==> config.mk <==
export PLATFORM = sky130hd
export DESIGN_NAME = fetch_queue
export DESIGN_NICKNAME = d
export VERILOG_FILES = /design/src/rtl/cpu_pkg.sv /design/src/rtl/sync_fifo.sv /design/src/rtl/fetch_queue.sv
export SDC_FILE = /design/constraint.sdc
export NUM_CORES = 1
export LEC_CHECK = 0
export CAP_MARGIN = 0
export CELL_PAD_IN_SITES_DETAIL_PLACEMENT = 0
export CELL_PAD_IN_SITES_GLOBAL_PLACEMENT = 2
export CORE_MARGIN = 5
export CORE_UTILIZATION = 38
export DETAILED_ROUTE_END_ITERATION = 8
export PLACE_DENSITY = 0.76
export SKIP_CTS_REPAIR_TIMING = 1
export SYNTH_ARGS = -nofsm -noshare
export SYNTH_HDL_FRONTEND = slang
export SYNTH_SLANG_ARGS = --single-unit
==> constraint.sdc <==
create_clock -name clk -period 2.3 [get_ports clk]
set_input_delay 0.23 -clock clk [delete_from_list [all_inputs] [get_ports clk]]
set_output_delay 0.23 -clock clk [all_outputs]
set_load 0.02 [all_outputs]
==> src/rtl/cpu_pkg.sv <==
`timescale 1ns/1ps
`default_nettype none
// ============================================================================
// Package : cpu_pkg
// Brief   : Shared widths and the fetch queue entry type for the CPU front end.
// Rev     : 1.0  initial release
// ============================================================================
package cpu_pkg;

  // Address (PC) width and instruction word width used across the core
  localparam int AW = 8;
  localparam int IW = 16;

  // One queued fetch: the address it was read from and the returned word
  typedef struct packed {
    logic [AW-1:0] pc;
    logic [IW-1:0] insn;
  } fetch_entry_t;

endpackage
`default_nettype wire

==> src/rtl/sync_fifo.sv <==
`timescale 1ns/1ps
`default_nettype none
// ============================================================================
// Module  : sync_fifo
// Brief   : Single-clock FIFO of fetch_entry_t with flush, occupancy count,
//           full/empty flags and a first-word-fall-through head.
// Rev     : 1.0  initial release
// ============================================================================
module sync_fifo
  import cpu_pkg::*;
#(
  parameter int DEPTH = 4
) (
  input  logic                     clk,
  input  logic                     reset,
  input  logic                     flush,
  input  logic                     push,
  input  fetch_entry_t             push_data,
  input  logic                     pop,
  output fetch_entry_t             head,
  output logic                     full,
  output logic                     empty,
  output logic [$clog2(DEPTH):0]   count
);

  localparam int PW = $clog2(DEPTH);

  fetch_entry_t      mem_q [DEPTH];
  fetch_entry_t      mem_d [DEPTH];
  logic [PW-1:0]     rd_ptr_q, rd_ptr_d;
  logic [PW-1:0]     wr_ptr_q, wr_ptr_d;
  logic [PW:0]       count_q, count_d;
  logic              do_push;
  logic              do_pop;

  // Status flags and head word come straight from the registered state
  always_comb begin
    full  = (count_q == (PW+1)'(DEPTH));
    empty = (count_q == '0);
    count = count_q;
    head  = mem_q[rd_ptr_q];
  end

  // Next-state: a pop only takes effect when there is a head; a push into a
  // full queue is dropped unless a pop frees the slot in the same cycle.
  // Flush discards everything, including a same-cycle push.
  always_comb begin
    do_pop   = pop && !empty;
    do_push  = push && (!full || do_pop);
    mem_d    = mem_q;
    rd_ptr_d = rd_ptr_q;
    wr_ptr_d = wr_ptr_q;
    count_d  = count_q;
    if (flush) begin
      rd_ptr_d = '0;
      wr_ptr_d = '0;
      count_d  = '0;
    end else begin
      if (do_push) begin
        mem_d[wr_ptr_q] = push_data;
        wr_ptr_d        = wr_ptr_q + PW'(1);
      end
      if (do_pop) begin
        rd_ptr_d = rd_ptr_q + PW'(1);
      end
      if (do_push && !do_pop) begin
        count_d = count_q + (PW+1)'(1);
      end else if (!do_push && do_pop) begin
        count_d = count_q - (PW+1)'(1);
      end
    end
  end

  // Pointer and occupancy registers
  always_ff @(posedge clk) begin
    if (reset) begin
      rd_ptr_q <= '0;
      wr_ptr_q <= '0;
      count_q  <= '0;
    end else begin
      rd_ptr_q <= rd_ptr_d;
      wr_ptr_q <= wr_ptr_d;
      count_q  <= count_d;
    end
  end

  // Storage array; contents are don't-care while not counted as occupied
  always_ff @(posedge clk) begin
    mem_q <= mem_d;
  end

endmodule
`default_nettype wire

==> src/rtl/fetch_queue.sv <==
`timescale 1ns/1ps
`default_nettype none
// ============================================================================
// Module  : fetch_queue
// Brief   : Instruction fetch front end. Drives the ROM from the PC, tracks
//           reads in flight, queues returned words with their addresses and
//           steers the PC (hold on back-pressure, redirect on taken branch).
// Rev     : 1.0  initial release
// ============================================================================
module fetch_queue #(
  parameter int AW      = 8,   // must equal cpu_pkg::AW (queue entry layout)
  parameter int IW      = 16,  // must equal cpu_pkg::IW
  parameter int DEPTH   = 4,
  parameter int MEM_LAT = 1
) (
  input  logic                   clk,
  input  logic                   reset,
  input  logic [AW-1:0]          pc_in,
  output logic                   jump_en,
  output logic [AW-1:0]          jump_addr,
  output logic [AW-1:0]          mem_addr,
  output logic                   mem_en,
  input  logic [IW-1:0]          mem_rdata,
  input  logic                   redirect_en,
  input  logic [AW-1:0]          redirect_addr,
  output logic                   inst_valid,
  input  logic                   inst_ready,
  output logic [IW-1:0]          inst_data,
  output logic [AW-1:0]          inst_pc,
  output logic [$clog2(DEPTH):0] count
);

  import cpu_pkg::*;

  localparam int CW = $clog2(DEPTH) + 1;
  // Wide enough to sum queue count and in-flight reads without overflow
  localparam int SW = 16;

  logic [MEM_LAT-1:0] trk_valid_q, trk_valid_d;
  logic [AW-1:0]      trk_addr_q [MEM_LAT];
  logic [AW-1:0]      trk_addr_d [MEM_LAT];

  logic [SW-1:0]      inflight;
  logic [SW-1:0]      occupancy;
  logic               issue;

  fetch_entry_t       push_entry;
  fetch_entry_t       head_entry;
  logic               fifo_push;
  logic               fifo_pop;
  logic               fifo_full;
  logic               fifo_empty;
  logic [CW-1:0]      fifo_count;

  // Number of ROM reads issued but not yet written into the queue
  always_comb begin
    inflight = '0;
    for (int i = 0; i < MEM_LAT; i++) begin
      inflight = inflight + SW'(trk_valid_q[i]);
    end
  end

  // Issue / hold / redirect steering. The credit check deliberately ignores a
  // same-cycle pop so inst_ready never reaches jump_en combinationally.
  always_comb begin
    occupancy = SW'(fifo_count) + inflight;
    issue     = !reset && !redirect_en && (occupancy < SW'(DEPTH));
    mem_en    = issue;
    mem_addr  = pc_in;
    jump_en   = 1'b0;
    jump_addr = pc_in;
    if (reset) begin
      jump_en = 1'b0;
    end else if (redirect_en) begin
      jump_en   = 1'b1;
      jump_addr = redirect_addr;
    end else if (!issue) begin
      jump_en   = 1'b1;
      jump_addr = pc_in;
    end
  end

  // Read tracker: a MEM_LAT-deep shift of {valid, addr}; a redirect kills
  // every read still in flight so no stale word reaches the queue.
  always_comb begin
    trk_valid_d[0] = issue;
    trk_addr_d[0]  = pc_in;
    for (int i = 1; i < MEM_LAT; i++) begin
      trk_valid_d[i] = trk_valid_q[i-1];
      trk_addr_d[i]  = trk_addr_q[i-1];
    end
    if (redirect_en) begin
      trk_valid_d = '0;
    end
  end

  // Tracker registers; only the valid bits need clearing on reset
  always_ff @(posedge clk) begin
    if (reset) begin
      trk_valid_q <= '0;
    end else begin
      trk_valid_q <= trk_valid_d;
    end
    trk_addr_q <= trk_addr_d;
  end

  // Queue write port fed by the tracker output and the ROM data
  always_comb begin
    push_entry.pc   = trk_addr_q[MEM_LAT-1];
    push_entry.insn = mem_rdata;
    fifo_push       = trk_valid_q[MEM_LAT-1] && !redirect_en;
    fifo_pop        = inst_ready;
  end

  sync_fifo #(
    .DEPTH (DEPTH)
  ) u_fifo (
    .clk       (clk),
    .reset     (reset),
    .flush     (redirect_en),
    .push      (fifo_push),
    .push_data (push_entry),
    .pop       (fifo_pop),
    .head      (head_entry),
    .full      (fifo_full),
    .empty     (fifo_empty),
    .count     (fifo_count)
  );

  // Decode-facing view of the queue head
  always_comb begin
    inst_valid = !fifo_empty;
    inst_data  = head_entry.insn;
    inst_pc    = head_entry.pc;
    count      = fifo_count;
  end

  // The issue credit must never let a word arrive at a full queue unpopped
  a_no_overflow: assert property (@(posedge clk) disable iff (reset)
    !(fifo_push && fifo_full && !fifo_pop));

endmodule
`default_nettype wire

==> run_results.csv <==
group,metric,value,unit
final_layout,multi_input_area,943,µm²
drt,drt_iter0_markers,85,
sta,worst_pin_slew,0.384,ns
place,portBuffers,81,
place,hpwl,5.49,mm
power,p_per_area,719,mW/mm²
final_layout,fin_nets,338,
clock_network,clock_latency,0.34,ns
clock_network,tritoncts,"yes",
die,initial_core_util,39.2,%
synthesis,synth_cells,203,
setup_path,r2r_setup_slack,0.30,ns
synthesis,synth_top_area_share,67.3,%
final_layout,seq_area,0.00320,mm²
die,core,0.0109,mm²
place,gp_congestion,0.710,
setup_path,ff2ff_path_depth,7,
synthesis,yosysWarningCount,0,
clock_network,numCtsBuffers,9,
setup_path,start_kind,"register",
flow_run,max_cap_viol_count,0,
sta,fin_crit,2.23,ns
setup_path,rr_startpoint,"u_fifo.count[0]",
synthesis,synthDistinctLibCells,29,
final_layout,drive_gt1_share,23.3,%
synthesis,synth_area_leaders,"edfxtp_1 67%, mux4_2 13%, dfxtp_1 7.5%, mux2_2 2.1%, ha_1 1.5%",
setup_path,cp.arrival,2.00,ns
drt,dr.pass1.iters,4,
setup_path,crit_type,"reg2out",
power,irDropWorstVdd,0.327,mV
die,die_x,116,µm
clock_network,cts.sinks,112,
synthesis,synthTopCellsByCount,"96 x edfxtp_1, 24 x mux4_2, 16 x dfxtp_1",
clock_network,cts-htree-levels,3,
drt,wl_per_cell,17.8,µm
final_layout,syn2layout_area_growth,31.1,%
drt,drc,0,
setup_path,regToRegEndpoint,"u_fifo.count[2]",
global_routing,grt_use_total,12.3,%
setup_path,end_kind,"output pin",
sta,fin_ws,0.0697,ns
global_routing,grt_pass1_wl,12.3,mm
drt,wl,7.87,mm
final_layout,fillers,892,
synthesis,synth_nets,245,
synthesis,netlist_area,0.00429,mm²
worst_hold_path,worstHoldPathCells,1,
die,pin_count,82,
worst_hold_path,min-delay-start,"pc_in[2]",
drt,dr_total_vias,2138,
global_routing,grt_pass1_vias,2230,
sta,slew_headroom,74.2,%
setup_path,worst-path-max-fanout,21,
drt,viasPerCell,4.85,
sta,slew_violations,0,
worst_hold_path,min_to,"trk_addr_q[2]",
sta,rsz0062_at_grt,"false",
sta,finalClockSkew,0.00941,ns
global_routing,grt_start_max_net_pins,22,
synthesis,postSynthRegisterBits,112,
sta,finalSetupViolCount,0,
clock_network,cts_buffer_depth,2,
place,place_ws,0.0120,ns
sta,period_share,97.0,%
drt,postRouteAntennaNets,0,
power,power,4.04,mW
power,leakage,2.01,nW
worst_hold_path,hold_path.class,"in2reg",
final_layout,antennaDiodeCount,0,
die,dieArea,0.0135,mm²
sta,fmax,448,MHz
run_status,outcome,"finished clean",
global_routing,antenna_found_initial,0,
global_routing,grt_overflow,0,
clock_network,clkTransAtPathRegs,0.08,ns
synthesis,synth_top_cell_by_area,"edfxtp_1",
synthesis,synthArstFlopShare,0,%
synthesis,synth_ff_type,"edfxtp_1",
synthesis,yosysSeqAreaShare,74.7,%
final_layout,post-route-util,51.4,%
sta,hold_viol,0,
die,rows,38,
die,fp.dieH,116,µm
synthesis,synth.most_common_cell,"edfxtp_1",
setup_path,cp_data_required_time,2.07,ns
synthesis,postSynthAreaPerCell,21.1,µm²
clock_network,root_buffer,"clkbuf_16",
synthesis,synth_edf_count,96,
-- placed cells by master, fill, tap and decap left out, drive strengths merged --
master	netlist	layout
clkdlybuf4s50	0	61
and2	4	4
nor3	1	1
mux4	24	24
edfxtp	96	96
o211ai	1	1
nor2b	1	1
or2	1	1
mux2	8	8
ha	5	5
o21ai	2	2
inv	4	6
nand3b	1	1
o31ai	2	2
clkbuf	1	9
or3	3	3
nor2	6	6
clkinv	0	3
buf	15	17
xor2	4	4
a21oi	2	2
dlymetal6s2s	0	20
a31oi	2	2
clkinvlp	0	2
mux2i	1	1
dfxtp	16	16
o311ai	1	1
nor4b	1	1
fa	1	1
-- critical path, stage by stage, from the launching register on --
cell	delay (ns)
dfxtp_2	0.36
buf_12	0.21
mux4_2	0.53
clkdlybuf4s50_1	0.55
-- per-stage QoR --
step	TNS (ns)	instances	hold WS, ns	cell area, µm²
finish	0	441	0.376	5620
global route	0	441	0.373	5620
CTS	-0.0135	441	0.365	5570
detailed placement	0	425	0.468	5290
global placement	0	425	0.449	5290
floorplan	0	203	0.258	4290
-- flip-flops by register name (all words and copies together) (netlist names) --
signal           count
trk_addr_q           8
trk_valid_q          1
u_fifo.count         3
u_fifo.mem_q        96
u_fifo.rd_ptr_q      2
u_fifo.wr_ptr_q      2
-- cell type report --
class	instances	share of cell area [%]
timing repair buffer	98	17.8
inverter	4	0.267
clock inverter	7	1.00
sequential	112	57.0
tap	140	3.12
multi-input combinational	71	16.8
clock buffer	9	4.01
-- per-layer routing --
| metal | share of wire [%] | wire, µm | GRT usage (%) | vias to the layer above |
|---|---|---|---|---|
| met1 | 43 | 3390 | 16.1 | 1096 |
| met5 | 0 | 0 | 0 | - |
| met4 | 1.3 | 101 | 4.64 | 0 |
| li1 | - | - | - | 991 |
| met2 | 52 | 4060 | 20.1 | 45 |
| met3 | 4.1 | 324 | 3.21 | 6 |
-- power breakdown --
group          internal, mW  switching (mW)  leakage [nW]
combinational         0.186           0.156         0.876
sequential             2.23          0.0170          1.00
clock                 0.748           0.703         0.135
total                  3.17           0.876          2.01
-- how the worst max path moves through the flow --
| stage | startpoint | end | cells past startpoint |
|---|---|---|---|
| final | u_fifo.rd_ptr_q[0] | inst_data[5] | 3 |
| after global routing | u_fifo.rd_ptr_q[0] | inst_data[15] | 3 |
| after CTS | u_fifo.rd_ptr_q[0] | inst_data[10] | 3 |
| after detailed placement | redirect_en | jump_addr[6] | 5 |
| after global placement | redirect_en | jump_addr[5] | 5 |
| after floorplan | u_fifo.count[0] | u_fifo.count[2] | 8 |
-- kinds of logic (layout without fill, tap and decap cells) --
logic type / count (synthesis) / count (layout) / share of synthesized area [%]
mux: 33 / 33 / 14.9
compound gates: 10 / 10 / 1.49
simple gates: 18 / 18 / 2.83
buf+inv: 20 / 118 / 3.27
fa+ha+maj: 6 / 6 / 1.93
xor+xnor: 4 / 4 / 0.817
flops: 112 / 112 / 74.7
(Power assumes the default switching activity.)
